==> src/rtl/arb_pkg.sv <==
// Shared types for the single-port RAM arbiter: FSM states, read owner, counter sizing.
package arb_pkg;

    typedef enum logic {IDLE, RD_BUSY} arb_state_t;
    typedef enum logic {OWN_IF, OWN_MEM} arb_owner_t;

    localparam int MAX_RD_LAT = 4;

    // Counter width able to hold the value lat (LAT_W = $clog2(RD_LAT+1)).
    function automatic int lat_width(input int lat);
        return $clog2(lat + 1);
    endfunction

endpackage

==> src/rtl/rd_lat_tracker.sv <==
// Tracks the one outstanding RAM read: latency count, owner, flush-kill bit,
// captured read data and the per-requester rvalid pulses.
module rd_lat_tracker
    import arb_pkg::*;
#(
    parameter int DATA_W = 24,
    parameter int RD_LAT = 1
) (
    input  logic              clk,
    input  logic              rst,
    input  logic              busy,
    input  logic              start,
    input  arb_owner_t        start_owner,
    input  logic              flush,
    input  logic [DATA_W-1:0] ram_rdata,
    output logic              done,
    output logic              if_pend,
    output logic              mem_pend,
    output logic              if_rvalid,
    output logic [DATA_W-1:0] if_rdata,
    output logic              mem_rvalid,
    output logic [DATA_W-1:0] mem_rdata
);

    localparam int LAT_W = lat_width(RD_LAT);
    localparam logic [LAT_W-1:0] LAT_LAST = LAT_W'(RD_LAT);
    localparam logic [LAT_W-1:0] LAT_CAP  = LAT_W'(RD_LAT - 1);

    logic [LAT_W-1:0]  cnt;
    arb_owner_t        owner;
    logic              kill;
    logic [DATA_W-1:0] cap;
    logic [DATA_W-1:0] if_hold;
    logic [DATA_W-1:0] mem_hold;
    logic              capture;

    assign done       = busy && (cnt == LAT_LAST);
    assign if_pend    = busy && (owner == OWN_IF) && !kill;
    assign mem_pend   = busy && (owner == OWN_MEM);
    assign if_rvalid  = done && (owner == OWN_IF) && !kill && !flush;
    assign mem_rvalid = done && (owner == OWN_MEM);

    // Data is sampled on the edge that ends the cycle before rvalid, so it is
    // already registered when the pulse fires.
    assign capture = (start && (RD_LAT == 1)) || (busy && !done && (cnt == LAT_CAP));

    assign if_rdata  = if_rvalid  ? cap : if_hold;
    assign mem_rdata = mem_rvalid ? cap : mem_hold;

    always_ff @(posedge clk or negedge rst) begin
        if (!rst) begin
            cnt      <= '0;
            owner    <= OWN_IF;
            kill     <= 1'b0;
            cap      <= '0;
            if_hold  <= '0;
            mem_hold <= '0;
        end else begin
            if (start) begin
                cnt   <= LAT_W'(1);
                owner <= start_owner;
                kill  <= 1'b0;
            end else begin
                if (busy && !done)
                    cnt <= cnt + LAT_W'(1);
                else if (done)
                    cnt <= '0;
                if (flush && busy && (owner == OWN_IF))
                    kill <= 1'b1;
            end
            if (capture)
                cap <= ram_rdata;
            if (if_rvalid)
                if_hold <= cap;
            if (mem_rvalid)
                mem_hold <= cap;
        end
    end

endmodule

==> src/rtl/shared_mem_arbiter.sv <==
// Shares one single-port synchronous RAM between instruction fetch (read-only)
// and the memory stage (read/write), with MEM priority and an IF anti-starvation streak.
module shared_mem_arbiter
    import arb_pkg::*;
#(
    parameter int ADDR_W     = 16,
    parameter int DATA_W     = 24,
    parameter int RD_LAT     = 1,
    parameter int MAX_STREAK = 4
) (
    input  logic              clk,
    input  logic              rst,
    input  logic              if_req,
    input  logic [ADDR_W-1:0] if_addr,
    output logic              if_gnt,
    output logic              if_rvalid,
    output logic [DATA_W-1:0] if_rdata,
    input  logic              mem_req,
    input  logic              mem_we,
    input  logic [ADDR_W-1:0] mem_addr,
    input  logic [DATA_W-1:0] mem_wdata,
    output logic              mem_gnt,
    output logic              mem_rvalid,
    output logic [DATA_W-1:0] mem_rdata,
    input  logic              flush,
    output logic [ADDR_W-1:0] ram_addr,
    output logic              ram_we,
    output logic [DATA_W-1:0] ram_wdata,
    input  logic [DATA_W-1:0] ram_rdata,
    output logic              if_stall,
    output logic              mem_stall
);

    localparam int STREAK_W = $clog2(MAX_STREAK + 1);
    localparam logic [STREAK_W-1:0] STREAK_MAX = STREAK_W'(MAX_STREAK);

    arb_state_t          state;
    logic [STREAK_W-1:0] streak;
    logic [ADDR_W-1:0]   addr_q;
    logic [DATA_W-1:0]   wdata_q;
    logic                done;
    logic                if_pend;
    logic                mem_pend;
    logic                grant_window;
    logic                give_if;
    logic                give_mem;
    logic                rd_start;

    // The last busy cycle also grants so reads can issue back to back.
    assign grant_window = (state == IDLE) || done;
    assign give_if      = grant_window && if_req && !flush && (!mem_req || (streak == STREAK_MAX));
    assign give_mem     = grant_window && mem_req && !give_if;
    assign rd_start     = give_if || (give_mem && !mem_we);

    assign if_gnt    = give_if;
    assign mem_gnt   = give_mem;
    assign ram_addr  = give_mem ? mem_addr : (give_if ? if_addr : addr_q);
    assign ram_we    = give_mem && mem_we;
    assign ram_wdata = give_mem ? mem_wdata : wdata_q;

    // A flushed fetch no longer needs to hold the IF stage.
    assign if_stall  = !flush && ((if_req && !if_gnt) || (if_pend && !if_rvalid));
    assign mem_stall = (mem_req && !mem_gnt) || (mem_pend && !mem_rvalid);

    always_ff @(posedge clk or negedge rst) begin
        if (!rst) begin
            state   <= IDLE;
            streak  <= '0;
            addr_q  <= '0;
            wdata_q <= '0;
        end else begin
            if (rd_start)
                state <= RD_BUSY;
            else if (done)
                state <= IDLE;
            // Saturates so a flushed IF cannot push the streak past its limit.
            if (give_if || !if_req)
                streak <= '0;
            else if (give_mem && (streak != STREAK_MAX))
                streak <= streak + STREAK_W'(1);
            addr_q  <= ram_addr;
            wdata_q <= ram_wdata;
        end
    end

    rd_lat_tracker #(
        .DATA_W (DATA_W),
        .RD_LAT (RD_LAT)
    ) u_tracker (
        .clk         (clk),
        .rst         (rst),
        .busy        (state == RD_BUSY),
        .start       (rd_start),
        .start_owner (give_mem ? OWN_MEM : OWN_IF),
        .flush       (flush),
        .ram_rdata   (ram_rdata),
        .done        (done),
        .if_pend     (if_pend),
        .mem_pend    (mem_pend),
        .if_rvalid   (if_rvalid),
        .if_rdata    (if_rdata),
        .mem_rvalid  (mem_rvalid),
        .mem_rdata   (mem_rdata)
    );

endmodule

==> config.mk <==
export PLATFORM = sky130hd
export DESIGN_NAME = shared_mem_arbiter
export DESIGN_NICKNAME = d
export VERILOG_FILES = /design/src/rtl/arb_pkg.sv /design/src/rtl/rd_lat_tracker.sv /design/src/rtl/shared_mem_arbiter.sv
export SDC_FILE = /design/constraint.sdc
export NUM_CORES = 1
export LEC_CHECK = 0
export ABC_AREA = 0
export BUFFER_PORTS_ARGS = -buffer_cell sky130_fd_sc_hd__clkbuf_2
export CORE_UTILIZATION = 53
export DETAILED_ROUTE_END_ITERATION = 10
export GPL_TIMING_DRIVEN = 1
export PLACE_DENSITY = 0.85
export SETUP_SLACK_MARGIN = 0.3
export SLEW_MARGIN = 20
export SYNTH_ARGS = -nofsm -noshare
export SYNTH_HDL_FRONTEND = slang
export SYNTH_HIERARCHICAL = 1
export SYNTH_SLANG_ARGS = --single-unit
==> constraint.sdc <==
create_clock -name clk -period 3.7 [get_ports clk]
set_clock_uncertainty 0.2 [all_clocks]
set_input_delay 0.185 -clock clk [delete_from_list [all_inputs] [get_ports clk]]
set_output_delay 0.185 -clock clk [all_outputs]
set_load 0.02 [all_outputs]
After elaboration in Yosys (flattened, before gate mapping). Index checks and enable logic that the tools add are counted.

Register bits after elaboration: 119. Input port bits: 86. Output and inout port bits: 95.

Add/subtract/negate cells: 2. Equal/unequal tests: 2. Muxes and demuxes: 14. Bitwise operators: 3. Reductions and logical operators: 46.

Operators by type and width (number): two-way mux 24 bit (3); two-way mux 16 bit (2); logical AND 1 bit (25); logical NOT 1 bit (10); logical OR 1 bit (7); two-way mux 1 bit (7); two-way mux 3 bit (2); nonzero test 2 bit (3); adder 3 x 1 -> 3 bit, second input constant (1); equality test 3 bit, second input constant (1); != test 3 bit, second input constant (1); inverter 1 bit (3); nonzero test 3 bit (1); adder 1 bit, second input constant (1).

Depth between registers and ports, before layout.
Depth in word-level cells: 10. Depth in mapped cells: 9. Gate-level depth less buffers: 7.

Modules after synthesis. The synthesis kept the hierarchy.

Modules (own cells, without submodules): rd_lat_tracker (instances 1, cells each 169, area an instance 2917.8 sq um); shared_mem_arbiter (instances 1, cells each 182, area an instance 2078.2 sq um).

Worst setup path after synthesis. OpenSTA, ideal clock, no wires.

Path kind: reg2reg. Start: register u_tracker.cnt. End: register u_tracker.cap[10]. Data arrival time: 2.107 ns. Setup slack: 1.268 ns. Stages on the path, launching flop included: 10. Clock period less this slack: 2.432 ns. Cell sequence: dfrtp_1 > and2_1 > nor2b_1 > buf_6 > or3_1 > buf_2 > o31ai_1 > a21oi_2 > buf_4 > mux2_2.

Longest elaborated chain between the ends: 10. Elaborated cells on any way between the ends: 15.

RTL lines: start: declaration (RTL line rd_lat_tracker.sv:29) `logic [LAT_W-1:0] cnt;`; start signal: assignment (RTL line rd_lat_tracker.sv:65) `cnt <= cnt + LAT_W'(1);`; logical AND 1 bit (*) (RTL line rd_lat_tracker.sv:37) `assign done = busy && (cnt == LAT_LAST);`; named net done (RTL line shared_mem_arbiter.sv:41) `logic done;`; logical OR 1 bit (*) (RTL line shared_mem_arbiter.sv:50) `assign grant_window = (state == IDLE) || done;`; logical AND 1 bit (3 in series) (RTL line shared_mem_arbiter.sv:51) `assign give_if = grant_window && if_req && !flush && (!mem_req || (streak == STREAK_MAX));`; logical NOT 1 bit (RTL line shared_mem_arbiter.sv:52) `assign give_mem = grant_window && mem_req && !give_if;`; logical AND 1 bit (RTL line shared_mem_arbiter.sv:52); logical AND 1 bit (RTL line shared_mem_arbiter.sv:53) `assign rd_start = give_if || (give_mem && !mem_we);`; logical OR 1 bit (*) (RTL line shared_mem_arbiter.sv:53); named net rd_start (RTL line shared_mem_arbiter.sv:47) `logic rd_start;`; logical OR 1 bit (*) (RTL line rd_lat_tracker.sv:45) `assign capture = (start && (RD_LAT == 1)) || (busy && !done && (cnt == LAT_CAP));`; end signal: assignment (RTL line rd_lat_tracker.sv:72) `cap <= ram_rdata;`; end: declaration (RTL line rd_lat_tracker.sv:32) `logic [DATA_W-1:0] cap;`.

The timed path passes the listed nets; every way through them passes the cells marked *. A chain may end at the register's enable or synchronous reset.

Worst setup path in the final report.
Start: register streak[0]. End: output port ram_wdata[5].

Longest elaborated chain between the ends: 6.

RTL lines: start: declaration (RTL line shared_mem_arbiter.sv:38) `logic [STREAK_W-1:0] streak;`; start signal: assignment (RTL line shared_mem_arbiter.sv:80) `streak <= streak + STREAK_W'(1);`; equality test 3 bit (RTL line shared_mem_arbiter.sv:51); logical OR 1 bit (RTL line shared_mem_arbiter.sv:51); logical AND 1 bit (RTL line shared_mem_arbiter.sv:51); logical NOT 1 bit (RTL line shared_mem_arbiter.sv:52); logical AND 1 bit (RTL line shared_mem_arbiter.sv:52); two-way mux 24 bit (RTL line shared_mem_arbiter.sv:59) `assign ram_wdata = give_mem ? mem_wdata : wdata_q;`; end: declaration (RTL line shared_mem_arbiter.sv:28) `output logic [DATA_W-1:0] ram_wdata,`.

No other way between the ends.

==> key figures <==
Synth
  • Most used DFF post-synth: dfrtp_1
  • Synth cell types: 36
  • Register area share after synthesis: 59.6%
  • Cell count after synthesis: 351
  • Avg Synthesized Cell Area: 14.2 sq um
  • Number of synthesized flops with an enable pin: 0
  • Yosys warning total: 6
  • Cell area after synthesis: 5000 sq um
  • Fraction of synthesis flops using an asynchronous set or reset pin: 100%
  • Post-synthesis net count: 439
  • Register bit total from synthesis: 119

Critical path
  • WP buf/inv: 2
  • Slowest CP cell: o211ai_4
  • Worst EP arrival: 2.78 ns
  • Crit-path leading delay family: compound AO/OA/AOI/OAI gates
  • Crit. Startpoint: streak[0]$_DFFE_PN0P_
  • Crit Path Max Fanout: 26
  • Worst-path cell chain: inv_1 -> ha_1 -> nand2_1 -> o211ai_4 -> mux2_2 -> clkbuf_2
  • Crit end category: primary output
  • Crit Path Class: reg2out
  • Max incr delay on CP: 0.76 ns
  • Worst Path Required: 3.31 ns
  • Startpoint types: flip-flop
  • Reg2reg start: streak[0]$_DFFE_PN0P_

GRT
  • Maximum number of pins on one net before global-route repair: 56
  • Initial antenna violation count: 0
  • Vias in the first global route: 4444
  • Remaining Overflow, GRT: 0
  • First-pass GRT wire length: 22300 um
  • GRT Total Usage: 29.9%

CTS
  • Post-CTS Resized: 0
  • H-tree depth: 4
  • CTS tree: yes
  • Clock Latency Late Sink: 0.51 ns
  • Clock sink count: 119
  • CTS clk-pin slew, worst paths: 0.06 ns
  • CTS root buffer: clkbuf_8
  • Max Root-Sink Buffers: 2
  • Post-CTS Repair Setup Buffers: 0
  • CTS Hold Bufs: 84
  • Inserted Clock Buffers: 17

Drt
  • Vias per cell: 5.49
  • ANT nets after route: 0
  • Routed wire length: 14100 um
  • Drt initial violations: 141
  • WL/cell: 19.1 um
  • DR vias: 4069
  • # DRC: 0
  • 1st-pass router iterations: 7

Floorplanning
  • Cell Rows: 35
  • Die area: 9820 sq um
  • I/O pin count: 181
  • Die height: 99.1 um
  • Die extent in x: 99.1 um
  • Initial Util: 54.3%
  • Core Footprint: 9200 sq um

Pwr
  • Total power: 0.00748 W
  • Maximum VDD drop: 643 uV
  • Leak pwr: 3.61 nW
  • P per Cell Area: 1010 nW/um^2

Placement
  • IO Port Bufs: 180
  • Placement-stage worst setup slack: 0.771 ns
  • GPL Wtd Cong: 0.787
  • HPWL after DPL: 7390 um

STA
  • Final Setup Violations: 0
  • RSZ-0062 raised after global routing: false
  • Post-route setup TNS: 0 ns
  • Final hold vios: 0
  • Actual slew at the worst max-slew pin: 0.928 ns
  • Slew Limit Headroom: 37.8%
  • Max Freq: 316 MHz
  • Final Critical Period: 3.16 ns
  • Final period util: 85.5%
  • Final WS setup: 0.535 ns
  • Final Max Tran Viols: 0

Run
  • Number of max-cap violations: 0

Finish
  • Multi-input logic area: 1830 sq um
  • Fillers: 492
  • Util after Layout: 80.8%
  • Most common cell after layout, fill and taps aside: clkbuf_2
  • Ant diodes: 0
  • Nets: 705
  • Seq. cell area: 2980 sq um
  • Commonest non-fill, non-tap cells in the layout: 179 x clkbuf_2, 119 x dfrtp_1, 84 x dlygate4sd3_1
  • Share of cells above drive strength 1: 50.8%
  • Area grow syn2layout: 48.7%

Worst hold path
  • Worst hold path class: in2reg
  • Hold_sp: mem_req

Status
  • Outcome: complete, no violations
[through the flow]
| stage | area (sq um) | hold WS, ns | cells |
|---|---|---|---|
| final | 7430 | 0.0731 | 741 |
| after global routing | 7430 | 0.0681 | 741 |
| after CTS | 7430 | 0.0181 | 741 |
| after detailed placement | 5930 | 0.0623 | 625 |
| after global placement | 5930 | 0.0550 | 625 |
| after floorplan | 5000 | -0.311 | 351 |
[cells by family after synthesis]
kind of cell             after synthesis  synth area share [%]
multiplexers                          96                  23.1
AO/OA/AOI/OAI                         49                  6.49
AND/OR/NAND/NOR                       52                  6.54
adder cells (fa/ha/maj)                2                 0.501
flip-flops                           119                  59.6
buffers and inverters                 33                  3.81
[report_power, final]
group          leakage (nW)  switching (W)  total, W  internal, W
clock network         0.307       0.000585   0.00180      0.00122
logic                  1.89        0.00196   0.00340      0.00144
registers              1.41       0.000312   0.00227      0.00196
total                  3.61        0.00286   0.00748      0.00462
[area by class of cell]
type | instances | share of cell area (%)
multi-input cells | 199 | 24.6
flip-flops and latches | 119 | 40.1
inverters | 10 | 0.505
repair buffers | 270 | 24.1
well taps | 111 | 1.87
clock inverters | 11 | 2.61
clock buffers | 21 | 6.18
[path summary, 6_finish.rpt]
check	cells after the start	to	slack [ns]
max in group asynchronous	3	u_tracker/mem_hold[20]$_DFF_PN0_	2.31
worst min register to register	1	wdata_q[16]$_DFF_PN0_	0.29
worst min-delay path	3	streak[0]$_DFFE_PN0P_	0.07
worst max-delay path	6	ram_wdata[5]	0.54
min in group asynchronous	2	u_tracker/mem_hold[6]$_DFF_PN0_	0.08
worst max register to register	9	u_tracker/cap[18]$_DFFE_PN0P_	0.71
[flip-flops by register name, summed over array words and instances, names as in the netlist, 3 cells and up]
register,count
streak,3
u_tracker/cap,24
addr_q,16
wdata_q,24
u_tracker/mem_hold,24
u_tracker/if_hold,24
[tightest hold or removal path: cells and delay by family]
kind            cells  cell delay [ns]
compound gates      1             0.07
simple gates        1             0.17
buf+inv             1             0.31
[cells in the mapped netlist, drive strengths merged, types with 4 or more instances]
| cell | instances | area (sq um) |
|---|---|---|
| dfrtp | 119 | 2980 |
| mux2 | 96 | 1150 |
| a31oi | 18 | 113 |
| o21ai | 17 | 85.1 |
| nand3 | 16 | 80.1 |
| nor4 | 16 | 100 |
| buf | 13 | 115 |
| clkbuf | 10 | 37.5 |
| inv | 10 | 37.5 |
| a21oi | 4 | 23.8 |
| o31ai | 4 | 30.0 |
[layer usage]
layer | part of all wire [%] | track usage, % | wire, um
met5 | 0 | 0 | 0
met1 | 38 | 34.1 | 5410
met3 | 7.8 | 9.42 | 1110
met4 | 2.5 | 11.7 | 358
met2 | 51 | 52.8 | 7260
(Power assumes the default switching activity.)
